### src/rtl/grf_scoreboard.sv
// Register-file hazard scoreboard: tracks in-flight writes per register and how many
// cycles remain until each result can be forwarded. It drives decode stall and forward selects.
module grf_scoreboard #(
    parameter int NREG  = 32,
    parameter int TAG_W = 3,
    parameter int CNT_W = 2
) (
    input  logic             clk,
    input  logic             rst,
    input  logic             issue_valid,
    input  logic [4:0]       issue_rs,
    input  logic [1:0]       issue_rs_use,
    input  logic [4:0]       issue_rt,
    input  logic [1:0]       issue_rt_use,
    input  logic             issue_we,
    input  logic [4:0]       issue_wa,
    input  logic [CNT_W-1:0] issue_tnew,
    input  logic             wb_valid,
    input  logic [4:0]       wb_wa,
    input  logic [TAG_W-1:0] wb_tag,
    input  logic             flush,
    output logic             stall,
    output logic [TAG_W-1:0] issue_tag,
    output logic             fwd_rs,
    output logic             fwd_rt
);

    // Compare width covers both the countdown and the 2-bit Tuse.
    localparam int CMP_W = (CNT_W > 2) ? CNT_W : 2;

    logic             pend_q [NREG];
    logic             pend_d [NREG];
    logic [CNT_W-1:0] cnt_q  [NREG];
    logic [CNT_W-1:0] cnt_d  [NREG];
    logic [TAG_W-1:0] tag_q  [NREG];
    logic [TAG_W-1:0] tag_d  [NREG];
    logic [TAG_W-1:0] next_tag_q, next_tag_d;

    logic             rs_pend, rt_pend;
    logic [CMP_W-1:0] rs_cnt, rt_cnt;
    logic             hazard_rs, hazard_rt;
    logic             accept, wb_hit;

    assign rs_pend   = (issue_rs != 5'd0) && pend_q[issue_rs];
    assign rt_pend   = (issue_rt != 5'd0) && pend_q[issue_rt];
    assign rs_cnt    = CMP_W'(cnt_q[issue_rs]);
    assign rt_cnt    = CMP_W'(cnt_q[issue_rt]);
    assign hazard_rs = rs_pend && (rs_cnt > CMP_W'(issue_rs_use));
    assign hazard_rt = rt_pend && (rt_cnt > CMP_W'(issue_rt_use));

    assign stall     = issue_valid && (hazard_rs || hazard_rt);
    assign fwd_rs    = rs_pend && (rs_cnt == '0);
    assign fwd_rt    = rt_pend && (rt_cnt == '0);
    assign issue_tag = next_tag_q;

    assign accept    = issue_valid && !stall && !flush;
    // A stale tag means a newer write has superseded this one, so it must not clear the entry.
    assign wb_hit    = wb_valid && (wb_wa != 5'd0) && pend_q[wb_wa] && (tag_q[wb_wa] == wb_tag);

    always_comb begin
        pend_d     = pend_q;
        cnt_d      = cnt_q;
        tag_d      = tag_q;
        next_tag_d = next_tag_q;

        for (int r = 0; r < NREG; r++) begin
            if (pend_q[r] && (cnt_q[r] != '0)) begin
                cnt_d[r] = cnt_q[r] - CNT_W'(1);
            end
        end

        if (flush) begin
            for (int r = 0; r < NREG; r++) begin
                pend_d[r] = 1'b0;
                cnt_d[r]  = '0;
            end
        end else begin
            if (wb_hit) begin
                pend_d[wb_wa] = 1'b0;
                cnt_d[wb_wa]  = '0;
            end
            // Applied after write-back so a same-register issue takes precedence.
            if (accept && issue_we && (issue_wa != 5'd0)) begin
                pend_d[issue_wa] = 1'b1;
                cnt_d[issue_wa]  = issue_tnew;
                tag_d[issue_wa]  = next_tag_q;
            end
            if (accept) begin
                next_tag_d = next_tag_q + TAG_W'(1);
            end
        end
    end

    always_ff @(posedge clk) begin
        if (rst) begin
            for (int r = 0; r < NREG; r++) begin
                pend_q[r] <= 1'b0;
                cnt_q[r]  <= '0;
                tag_q[r]  <= '0;
            end
            next_tag_q <= '0;
        end else begin
            pend_q     <= pend_d;
            cnt_q      <= cnt_d;
            tag_q      <= tag_d;
            next_tag_q <= next_tag_d;
        end
    end

endmodule

### config.mk
export PLATFORM = sky130hd
export DESIGN_NAME = grf_scoreboard
export DESIGN_NICKNAME = d
export VERILOG_FILES = /design/src/rtl/grf_scoreboard.sv
export SDC_FILE = /design/constraint.sdc
export NUM_CORES = 1
export LEC_CHECK = 0
export CAP_MARGIN = 20
export CELL_PAD_IN_SITES_DETAIL_PLACEMENT = 0
export CELL_PAD_IN_SITES_GLOBAL_PLACEMENT = 2
export CORE_MARGIN = 2
export CORE_UTILIZATION = 36
export DETAILED_ROUTE_END_ITERATION = 16
export PLACE_DENSITY_LB_ADDON = 0.1
export RECOVER_POWER = 25
export SLEW_MARGIN = 20
export SYNTH_ARGS = -nofsm -noshare
export SYNTH_HDL_FRONTEND = slang
export SYNTH_SLANG_ARGS = --single-unit
### constraint.sdc
create_clock -name clk -period 6.45 [get_ports clk]
set_input_delay 1.6125 -clock clk [delete_from_list [all_inputs] [get_ports clk]]
set_output_delay 1.6125 -clock clk [all_outputs]
set_load 0.03 [all_outputs]
Word level (Yosys, flattened, before mapping)
Cells that the tools add are included.
W data, S select, Z words.
{"block": "totals", "elab_cells": 309, "out_inout_bits": 6, "input_bits": 35, "regBits": 195}
{"block": "op_classes", "eq_ne": 1, "addsub": 33, "n_lt_le_gt_ge": 8, "bitwise_logic": 10, "n_reduce_logical": 92, "n_mux": 68}
{"cell": "$mux W64", "count": 3}
{"cell": "$bwmux W96", "count": 1}
{"cell": "$mux W32", "count": 3}
{"cell": "$mux W2", "count": 38}
{"cell": "$and A64 B64 Y64", "count": 1}
{"cell": "$bwmux W64", "count": 1}
{"cell": "$not A64 Y64", "count": 1}
{"cell": "$reduce_bool A2 Y1", "count": 32}
{"cell": "$sub A2 B1 Y2 const B", "count": 32}
{"cell": "$logic_and A1 B1 Y1", "count": 48}
{"cell": "$and A32 B32 Y32", "count": 1}
{"cell": "$not A32 Y32", "count": 1}
{"cell": "$or A32 B32 Y32", "count": 1}
{"cell": "$ge A6 B6 Y1 const B", "count": 4}
{"cell": "$not A5 Y6", "count": 4}
{"cell": "$bmux W2 S5", "count": 2}
{"cell": "$demux W2 S5", "count": 2}
{"cell": "$reduce_bool A5 Y1", "count": 4}
{"cell": "$bmux W1 S5", "count": 3}
{"cell": "$bmux W3 S5", "count": 1}
{"cell": "$demux W3 S5", "count": 1}
{"cell": "$lt A6 B1 Y1 const B", "count": 2}
{"cell": "$demux W1 S5", "count": 2}
{"cell": "$mux W3", "count": 3}
{"cell": "other kinds (10)", "count": 21}

Depth between registers and ports, before layout
Gate-level depths: netlist (run 1).
{"block": "depth", "word_depth": 14, "ltp_mapped": 16, "ltp_nobuf": 11}

Worst setup path after synthesis (run 1)
Ideal clock, no wire load.
{"block": "synth_path", "path_kind": "input port to output port", "from": "input port issue_rs[0]", "to": "output port stall", "setup_slack_ns": -0.135, "arrival_ns": 4.972, "required_time_ns": 4.838, "stages": 12, "path_buffers": 3, "cell_sequence": "buf_4 buf_1 mux4_2 mux4_2 mux2_2 ha_1 nor2b_1 o21ai_0 or2_2 clkbuf_1 nand2_1 and2_1"}
{"block": "synth_via", "elab_chain_len": 8, "elab_cells_between_ends": 13, "cone_classes": "order compare: 1; mux: 6; bitwise: 1; reduce/logical: 5"}
{"item": "start: declaration", "line": "11", "source": "input logic [4:0] issue_rs,"}
{"item": "$not A5 Y6 (not written as such)", "line": "44, 46"}
{"item": "$bmux W2 S5 or $bmux W1 S5 (tied branches)", "line": "46, 44"}
{"item": "$mux W2 (not written as such) or $mux W1 (tied branches) (2 in series)", "line": "46, 44"}
{"item": "$gt A2 B2 Y1 or $logic_and A1 B1 Y1 (tied branches)", "line": "48, 44"}
{"item": "$logic_and A1 B1 Y1 (*)", "line": "48", "source": "assign hazard_rs = rs_pend && (rs_cnt > CMP_W'(issue_rs_use));"}
{"item": "$logic_or A1 B1 Y1 (*)", "line": "51", "source": "assign stall = issue_valid && (hazard_rs || hazard_rt);"}
{"item": "$logic_and A1 B1 Y1 (*)", "line": "51"}
{"item": "end: declaration", "line": "22", "source": "output logic stall,"}
Mark *: on every way between the ends. The rest lies on a longest branch, timed or not. The select of a mux whose other input is x is not followed.

Worst setup path after layout (run 1)
Same ends and word-level chain as after synthesis.

==> impl_results.md, run 1 <==
* TritonCTS clock tree: done
* Tmin final at 6.34 ns
* Ys async rst share at 0
* Total track usage at 0.253
* Final cycle utilization of the critical path at 0.983
* TritonCTS Buffers at 17
* Remaining number of nets flagged by the antenna check after routing at 0
* Status: finished, violations left
* Most common cell after layout, fill and taps aside: sky130_fd_sc_hd__dfxtp_1
* Total iterations of the first detailed-routing run at 5
* Launching element type of the critical path: primary input
* FF+latch count, synth at 195
* Cell chain of the critical path: clkdlybuf4s50_1 -> buf_6 -> mux4_2 -> mux4_2 -> mux2_2 -> ha_1 -> nor2b_1 -> o21ai_2 -> or2_4 -> nand2_4 -> and2_1 -> buf_4
* Diodes inserted at 0
* Least-Margin Pin Slew at 2.78 ns
* Syn Std Cell Area at 12500 µm²
* Max-Cap Viols at 4
* Detailed-route wire length at 44.3 mm
* Largest net degree at the start of global routing at 101
* Total power after layout at 2.54 mW
* Yosys cell types at 71
* Reported leakage power at 4.70 nW
* Number of setup violations in the final report at 0
* Post-route DRC violation count at 0
* Initial antenna violation count at 0
* Site row count at 68
* Top Ports at 41
* Remaining Overflow, GRT at 0
* Count of endpoints failing hold in the final timing report at 0
* Vias in the first global route at 10000
* Kind of capture point of the worst setup path: output pin
* Layout Cell Area excl Fill at 14100 µm²
* Hold WC Path Type: reg2reg
* Total buffers and inverters traversed by the critical path at 3
* Initial Utilization at 0.363
* Starting DRT DRC Count at 758
* Number of I/O port buffers at 40
* Violated checks: max-capacitance violations, max-slew violations
* Reg2Reg Setup Slack at 2.40 ns
* Via density per instance at 5.66
* Worst slew margin at -0.854
* Post-synth EDFFs at 0
* Final weighted congestion in routability-driven placement at 0.822
* Depth of the CTS H-tree at 4
* Clock root buffer master: sky130_fd_sc_hd__clkbuf_16
* Vias at 10300
* Warnings, synthesis at 0
* Share of layout cells above drive strength 1 at 0.153
* Peak fanout along the critical path at 5
* Wire length of the first global-routing pass at 66.8 mm
* Critical path's top delay family: multiplexers
* Die height at 190 µm
* Area overhead of the layout relative to synthesis at 13.1%
* Die X-Extent at 190 µm
* Final count of pins violating max slew at 171
* CP max-delay cell: sky130_fd_sc_hd__clkdlybuf4s50_1
* Placed wire-length estimate at 33.6 mm
* Maximum clock path buffer count at 2
* Net count, final at 1416
* Post-synthesis area per instance at 9.52 µm²
* Net count after synthesis at 1380
* Power per cell area at 180 nW/µm²
* Worst setup path class: in2out
* Sinks on the clock net at 195
* Core Footprint at 34300 µm²
* Hold slack at 0.453 ns
* Data arrival time of the worst path at 4.73 ns
* Worst path max stage delay at 0.53 ns
* Final worst clock skew at 0.0155 ns
* Mean routed wirelength per cell at 24.5 µm
* Die ar. at 36100 µm²
* Final WS setup at 0.112 ns
* Instance area after placement at 13500 µm²
* Req. time, crit path at 4.84 ns
* Clock transition at path regs at 0.07 ns
* Post-place setup slack at -0.129 ns
* Highest clock rate at 158 MHz
* Commonest cells after routing, fill and taps aside: sky130_fd_sc_hd__dfxtp_1 (195), sky130_fd_sc_hd__mux2i_1 (160), sky130_fd_sc_hd__nor2_1 (122), sky130_fd_sc_hd__inv_1 (82), sky130_fd_sc_hd__nand2_1 (60)
* Most numerous cell on the critical path: sky130_fd_sc_hd__mux4_2
* Flip-flop cell with the highest count after synthesis: sky130_fd_sc_hd__dfxtp_1
* Clock latency on the worst-skew pair at 0.45 ns
* Number of cells produced by synthesis at 1308
* Part of the Yosys area used for sequential elements at 0.313
* Peak ir drop on the vdd network at 0.180 mV
-- worst paths after layout --
check	startpoint	to	cells after the start
worst max-delay path	issue_rs[0]	stall	12
worst min-delay path	tag_q[57]	tag_q[57]	2
worst max register to register	cnt_q[9]	cnt_q[3]	12
worst min register to register	tag_q[57]	tag_q[57]	2
-- area by class of cell --
cell class                 count  area, µm²
fill                        3436      20200
multi-input combinational    937       7750
sequential                   195       3900
timing repair buffer         110        972
tap                          455        569
clock buffer                  20        447
inverter                      83        312
clock inverter                12        126
-- tightest hold or removal path, stage by stage (launching register included) --
cell and delay, ns:
sky130_fd_sc_hd__dfxtp_1 0.31, sky130_fd_sc_hd__nand2_1 0.05, sky130_fd_sc_hd__a21oi_1 0.05
-- state kept, by name (all words and copies together) (netlist names) --
name	flops
cnt_q	64
issue_tag	3
pend_q	32
tag_q	96
-- what timing repair did --
action                                  4_1_cts  5_1_grt
setup buffers                                 0        1
endpoints found under the setup margin        1        1
hold buffers                                  0        0
gates resized for setup                       4        7
cloned                                        0        1
-- per-layer routing --
layer	vias up	wire, µm	track usage
met5	-	0	0
met4	0	697	0.0531
met3	35	1910	0.0410
met2	259	20700	0.413
met1	5086	21000	0.353
li1	4874	-	-
-- kinds of logic (layout without fill, tap and decap cells) --
| logic type | Yosys count | in the layout | share of synthesized area |
|---|---|---|---|
| mux | 221 | 221 | 0.229 |
| simple gates | 406 | 406 | 0.198 |
| buf+inv | 176 | 225 | 0.0636 |
| fa+ha+maj | 37 | 37 | 0.0372 |
| compound gates | 238 | 238 | 0.134 |
| flops | 195 | 195 | 0.313 |
| xor+xnor | 35 | 35 | 0.0252 |
-- metrics by stage --
stage                     setup TNS [ns]   util  std cells
after detailed placement          -0.129  0.394       1777
after floorplan                        0      -       1308
after global placement            -0.109  0.394       1777
after global routing            -0.00609  0.411       1812
after CTS                              0  0.411       1809
final                                  0  0.411       1812
-- cell usage after synthesis, types with 14 or more instances --
master | number | area, µm²
sky130_fd_sc_hd__dfxtp_1 | 195 | 3900
sky130_fd_sc_hd__mux2i_1 | 161 | 1610
sky130_fd_sc_hd__nor2_1 | 122 | 458
sky130_fd_sc_hd__inv_1 | 82 | 308
sky130_fd_sc_hd__nand2_1 | 61 | 229
sky130_fd_sc_hd__a21oi_1 | 52 | 260
sky130_fd_sc_hd__clkbuf_1 | 52 | 195
sky130_fd_sc_hd__mux4_2 | 50 | 1130
sky130_fd_sc_hd__nand2b_1 | 42 | 263
sky130_fd_sc_hd__o21ai_0 | 42 | 210
sky130_fd_sc_hd__ha_1 | 37 | 463
sky130_fd_sc_hd__a32o_1 | 35 | 350
sky130_fd_sc_hd__o22ai_1 | 34 | 213
sky130_fd_sc_hd__xnor2_1 | 34 | 298
sky130_fd_sc_hd__nand3_1 | 32 | 160
sky130_fd_sc_hd__nor4_1 | 26 | 163
sky130_fd_sc_hd__nor2b_1 | 18 | 113
sky130_fd_sc_hd__or4_1 | 18 | 135
sky130_fd_sc_hd__buf_2 | 15 | 75.1
sky130_fd_sc_hd__o21a_1 | 15 | 113
sky130_fd_sc_hd__nor3_4 | 14 | 228
-- report_power, final --
part	internal (mW)	leakage [nW]	switching, mW
Clock	0.582	0.281	0.496
Sequential	1.20	1.57	0.00157
Combinational	0.0916	2.85	0.165
Total	1.88	4.70	0.663
(Power assumes the default switching activity.)
==> run 2, diff against run 1 <==
==> constraint.sdc (replaced) <==
create_clock -name clk -period 5.4 [get_ports clk]
set_input_delay 1.35 -clock clk [delete_from_list [all_inputs] [get_ports clk]]
set_output_delay 1.35 -clock clk [all_outputs]
set_load 0.03 [all_outputs]
==> run 2 against run 1 <==
The run still ends with max-capacitance violations, max-slew violations left. Combinational power increased by 28%. Non-clock buffer count rose by 45. Highest routed layer unchanged. Sequential share of layout area down 1.2 points.
==> impl_results.md, run 2 (synthesis gave the netlist of run 1 again) <==
* Max-Cap Viols at 3
* Post-route DRC violation count at 0
* Core Footprint at 34300 µm²
* Initial Utilization at 0.363
* Clock transition at path regs at 0.07 ns
* Data arrival time of the worst path at 4.01 ns
* Total iterations of the first detailed-routing run at 7
* Vias at 10400
* Maximum clock path buffer count at 2
* Area overhead of the layout relative to synthesis at 18.3%
* Via density per instance at 5.60
* Peak fanout along the critical path at 5
* Detailed-route wire length at 44.5 mm
* Remaining number of nets flagged by the antenna check after routing at 0
* Site row count at 68
* Launching element type of the critical path: primary input
* Placed wire-length estimate at 34.2 mm
* TritonCTS clock tree: done
* Clock latency on the worst-skew pair at 0.46 ns
* Status: finished, violations left
* Total power after layout at 3.11 mW
* Die X-Extent at 190 µm
* Reported leakage power at 5.03 nW
* Sinks on the clock net at 195
* Highest clock rate at 186 MHz
* Commonest cells after routing, fill and taps aside: sky130_fd_sc_hd__dfxtp_1 (195), sky130_fd_sc_hd__mux2i_1 (159), sky130_fd_sc_hd__nor2_1 (121), sky130_fd_sc_hd__buf_4 (93), sky130_fd_sc_hd__inv_1 (82)
* Largest regs: tag_q x96, cnt_q x64, pend_q x32
* Die ar. at 36100 µm²
* Area of combinational cells with multiple inputs at 7850 µm²
* Hold WC Path Type: reg2reg
* Largest net degree at the start of global routing at 97
* Power per cell area at 211 nW/µm²
* Die height at 190 µm
* Vias in the first global route at 10100
* Wire length of the first global-routing pass at 66.8 mm
* Most common cell after layout, fill and taps aside: sky130_fd_sc_hd__dfxtp_1
* Share of layout cells above drive strength 1 at 0.195
* Number of flip-flops in the largest register at 96
* Final core area utilization at 0.430
* Area occupied by registers at 3900 µm²
* RSZ-0062 raised after global routing: yes
* Mean routed wirelength per cell at 24.0 µm
* Final worst clock skew at 0.0116 ns
* Tmin final at 5.36 ns
* Net count, final at 1461
* Final count of pins violating max slew at 170
* Starting DRT DRC Count at 793
* Remaining Overflow, GRT at 0
* Worst slew margin at -0.725
* Peak ir drop on the vdd network at 0.218 mV
* Final WS setup at 0.0378 ns
* Final weighted congestion in routability-driven placement at 0.846
* Initial antenna violation count at 0
* Violated checks: max-capacitance violations, max-slew violations
* Filler instances at 3395
* Final cycle utilization of the critical path at 0.993
* Least-Margin Pin Slew at 2.59 ns
* Post-place setup slack at -0.570 ns
* TritonCTS Buffers at 17
* Diodes inserted at 0
* Number of I/O port buffers at 40
* Top Ports at 41
* Kind of capture point of the worst setup path: output pin
* Number of setup violations in the final report at 0
* Largest register by flop count: tag_q
* Total track usage at 0.253
* CTS hold repair buffers at 0
* Count of endpoints failing hold in the final timing report at 0
* Req. time, crit path at 4.05 ns
* Depth of the CTS H-tree at 4
* Worst setup path class: in2out
* Clock root buffer master: sky130_fd_sc_hd__clkbuf_16
[run 2: changes by cell type in the layout (fill, tap and decap cells not counted), sizes merged]
| cell | change |
|---|---|
| clkbuf | -5 |
| bufinv | +1 |
| dlygate4sd3 | -2 |
| inv | +1 |
| clkinvlp | +1 |
| clkdlybuf4s15 | +1 |
| clkdlybuf4s50 | -2 |
| buf | +50 |
[run 2: power by group]
| part | switching, mW | total (mW) | internal [mW] | leakage [nW] |
|---|---|---|---|---|
| logic | 0.204 | 0.330 | 0.126 | 3.17 |
| registers | 0.00185 | 1.44 | 1.44 | 1.57 |
| clock network | 0.609 | 1.34 | 0.733 | 0.292 |
[run 2: area by class of cell]
cell class                 instances  share of cell area
timing repair buffer             155               0.102
sequential                       195               0.265
inverter                          83              0.0211
clock buffer                      17              0.0289
tap                              455              0.0386
clock inverter                    15              0.0121
multi-input combinational        937               0.533
[run 2: critical path, stage by stage]
cell                      delay (ns)
sky130_fd_sc_hd__buf_4          0.12
sky130_fd_sc_hd__buf_12         0.13
sky130_fd_sc_hd__mux4_2         0.48
sky130_fd_sc_hd__mux4_2         0.51
sky130_fd_sc_hd__mux2_4         0.30
sky130_fd_sc_hd__ha_4           0.28
sky130_fd_sc_hd__a21oi_1        0.07
sky130_fd_sc_hd__a21oi_2        0.15
sky130_fd_sc_hd__a21bo_4        0.26
sky130_fd_sc_hd__nand2_4        0.09
sky130_fd_sc_hd__and2_4         0.15
sky130_fd_sc_hd__buf_6          0.12
[run 2: per-layer routing]
| layer | track usage | vias to the layer above | part of all wire |
|---|---|---|---|
| met4 | 0.0695 | 0 | 0.017 |
| li1 | - | 4963 | - |
| met3 | 0.0264 | 43 | 0.034 |
| met1 | 0.350 | 5152 | 0.47 |
| met2 | 0.418 | 237 | 0.48 |
| met5 | 0 | - | 0 |
[run 2: what timing repair did]
| action | CTS | global route |
|---|---|---|
| pin swaps | 3 | 3 |
| gates resized for setup | 31 | 12 |
| endpoints found under the setup margin | 1 | 2 |
| setup buffers | 2 | 2 |
| cloned | 2 | 1 |
[run 2: final timing paths]
path | from | end | slack (ns) | cells past startpoint
worst min register to register | tag_q[57] | tag_q[57] | 0.46 | 2
worst min-delay path | tag_q[57] | tag_q[57] | 0.46 | 2
worst max register to register | cnt_q[45] | tag_q[85] | 1.55 | 14
worst max-delay path | issue_rt[0] | stall | 0.04 | 12
[run 2: per-stage QoR]
| step | TNS [ns] | hold WS (ns) | std cells | cell area (µm²) |
|---|---|---|---|---|
| 3_5_place_dp | -0.570 | 0.450 | 1818 | 14000 |
| 4_1_cts | 0 | 0.460 | 1854 | 14700 |
| 6_report | 0 | 0.461 | 1857 | 14700 |
| 3_3_place_gp | -0.559 | 0.444 | 1818 | 14000 |
| 5_1_grt | -0.0282 | 0.488 | 1857 | 14700 |
| 2_1_floorplan | 0 | 0.431 | 1308 | 12500 |
==> run 3, diff against run 2 <==
--- a/config.mk
+++ b/config.mk
@@ -9,7 +9,7 @@
 export CELL_PAD_IN_SITES_DETAIL_PLACEMENT = 0
 export CELL_PAD_IN_SITES_GLOBAL_PLACEMENT = 2
 export CORE_MARGIN = 2
-export CORE_UTILIZATION = 36
+export CORE_UTILIZATION = 30
 export DETAILED_ROUTE_END_ITERATION = 16
 export PLACE_DENSITY_LB_ADDON = 0.1
 export RECOVER_POWER = 25
==> run 3 against run 2 <==
Global-route usage fell by 2.8 points. Combinational power barely moved. Cell count rose by 5.5%. Die area rose by 20%. Fmax rose by 0.76%. The flow still finishes with violations (max-capacitance violations, max-slew violations). Critical path type unchanged. Via count rose by 0.45%. Critical path depth did not move. Highest routed layer unchanged. Clock power barely moved. Power barely moved. Routed wire length rose by 7.1%. Clock skew rose by 0.00057 ns.
==> impl_results.md, run 3 (synthesis gave the netlist of run 1 again) <==
* Status: finished, violations left
* Violated checks: max-capacitance violations, max-slew violations
* Sinks on the clock net at 195
* Final count of pins violating max slew at 177
* Number of flip-flops in the largest register at 96
* RSZ-0062 raised after global routing: no
* CTS hold repair buffers at 0
* Total iterations of the first detailed-routing run at 5
* Peak ir drop on the vdd network at 0.230 mV
* Peak fanout along the critical path at 5
* Least-Margin Pin Slew at 3.27 ns
* Vias in the first global route at 10200
* Worst setup path class: in2out
* Count of endpoints failing hold in the final timing report at 0
* Kind of capture point of the worst setup path: output pin
* Reported leakage power at 5.10 nW
* Clock root buffer master: sky130_fd_sc_hd__clkbuf_16
* Final core area utilization at 0.363
* Remaining number of nets flagged by the antenna check after routing at 0
* Highest clock rate at 188 MHz
* Req. time, crit path at 4.05 ns
* Top Ports at 41
* Starting DRT DRC Count at 859
* Most common cell after layout, fill and taps aside: sky130_fd_sc_hd__dfxtp_1
* TritonCTS Buffers at 17
* Instance area after placement at 14200 µm²
* Site row count at 74
* Largest net degree at the start of global routing at 100
* Cell chain of the critical path: buf_6 -> buf_12 -> mux4_2 -> mux4_2 -> mux2_4 -> ha_4 -> nor2b_4 -> o21ai_2 -> or2_4 -> nand2_4 -> and2_4 -> buf_6
* Worst path max stage delay at 0.49 ns
* Launching element type of the critical path: primary input
* Largest register by flop count: tag_q
* Final weighted congestion in routability-driven placement at 0.842
* Clock latency on the worst-skew pair at 0.50 ns
* Power per cell area at 210 nW/µm²
* Worst slew margin at -1.18
* CP max-delay cell: sky130_fd_sc_hd__mux4_2
* Die X-Extent at 208 µm
* Total track usage at 0.225
* Placed wire-length estimate at 36.7 mm
* Commonest cells after routing, fill and taps aside: sky130_fd_sc_hd__dfxtp_1 (195), sky130_fd_sc_hd__mux2i_1 (160), sky130_fd_sc_hd__nor2_1 (121), sky130_fd_sc_hd__buf_4 (115), sky130_fd_sc_hd__inv_1 (82)
* Layout Cell Area excl Fill at 14900 µm²
* Area overhead of the layout relative to synthesis at 19.2%
* Core Footprint at 40900 µm²
* Max-Cap Viols at 4
* Number of I/O port buffers at 40
* Final worst clock skew at 0.0121 ns
* Wire length of the first global-routing pass at 70.4 mm
* Diodes inserted at 0
* Mean routed wirelength per cell at 24.3 µm
* Net count, final at 1487
* Share of layout cells above drive strength 1 at 0.200
* Post-route DRC violation count at 0
* Vias at 10400
* Detailed-route wire length at 47.7 mm
* Tmin final at 5.32 ns
* Clock transition at path regs at 0.08 ns
* Die ar. at 43200 µm²
* Final cycle utilization of the critical path at 0.985
* Critical path's top delay family: multiplexers
* Initial antenna violation count at 1
* Via density per instance at 5.33
* Maximum clock path buffer count at 2
* Data arrival time of the worst path at 3.97 ns
* Die height at 208 µm
* Depth of the CTS H-tree at 4
* Number of setup violations in the final report at 0
* TritonCTS clock tree: done
* Largest regs: tag_q x96, cnt_q x64, pend_q x32
* Initial Utilization at 0.304
* Remaining Overflow, GRT at 0
* Total buffers and inverters traversed by the critical path at 3
* Hold WC Path Type: reg2reg
==> run 3: path summary, 6_finish.rpt <==
check                            startpoint        end  slack (ns)  cells after the start
worst max-delay path            issue_rs[0]      stall        0.08                     12
worst min register to register    tag_q[57]  tag_q[57]        0.45                      2
worst max register to register    cnt_q[37]   cnt_q[9]        0.94                     11
worst min-delay path              tag_q[57]  tag_q[57]        0.45                      2
==> run 3: timing repair <==
item | CTS | global route
setup buffers | 4 | 1
resized for setup | 31 | 10
endpoints found under the setup margin | 2 | 1
pin swaps | 4 | 5
gates cloned | 1 | 0
==> run 3: area by class of cell <==
cell class              instances  area [µm²]
clock buffers                  18         439
inverters                      83         312
flip-flops and latches        195        3900
repair buffers                181        1580
well taps                     532         666
clock inverters                14         163
fillers                      4219       26100
multi-input cells             937        7780
==> run 3: per-stage QoR <==
step | hold slack (ns) | power (mW) | setup slack (ns) | cells | setup TNS (ns)
floorplan | 0.431 | 1.66 | 0.00254 | 1308 | 0
global placement | 0.442 | 1.80 | -0.537 | 1921 | -0.542
detailed placement | 0.444 | 1.80 | -0.555 | 1921 | -0.596
CTS | 0.456 | 3.17 | 0.0148 | 1958 | 0
global route | 0.483 | 3.24 | 0.0101 | 1960 | 0
finish | 0.454 | 3.11 | 0.0785 | 1960 | 0
==> run 3: power by group <==
part / switching, mW / internal (mW) / total, mW
Clock: 0.670 / 0.673 / 1.34
Combinational: 0.206 / 0.125 / 0.331
Sequential: 0.00197 / 1.44 / 1.44
==> run 3: metal layers <==
metal,vias to the layer above,GRT usage,share of wire
met5,-,0,0
met2,244,0.354,0.46
met4,0,0.0888,0.033
li1,5023,-,-
met1,5115,0.305,0.47
met3,60,0.0393,0.041
==> run 3: worst min-delay path: stages (launching register included) <==
cell and delay, ns:
sky130_fd_sc_hd__dfxtp_1 0.31, sky130_fd_sc_hd__nand2_1 0.05, sky130_fd_sc_hd__a21oi_1 0.05
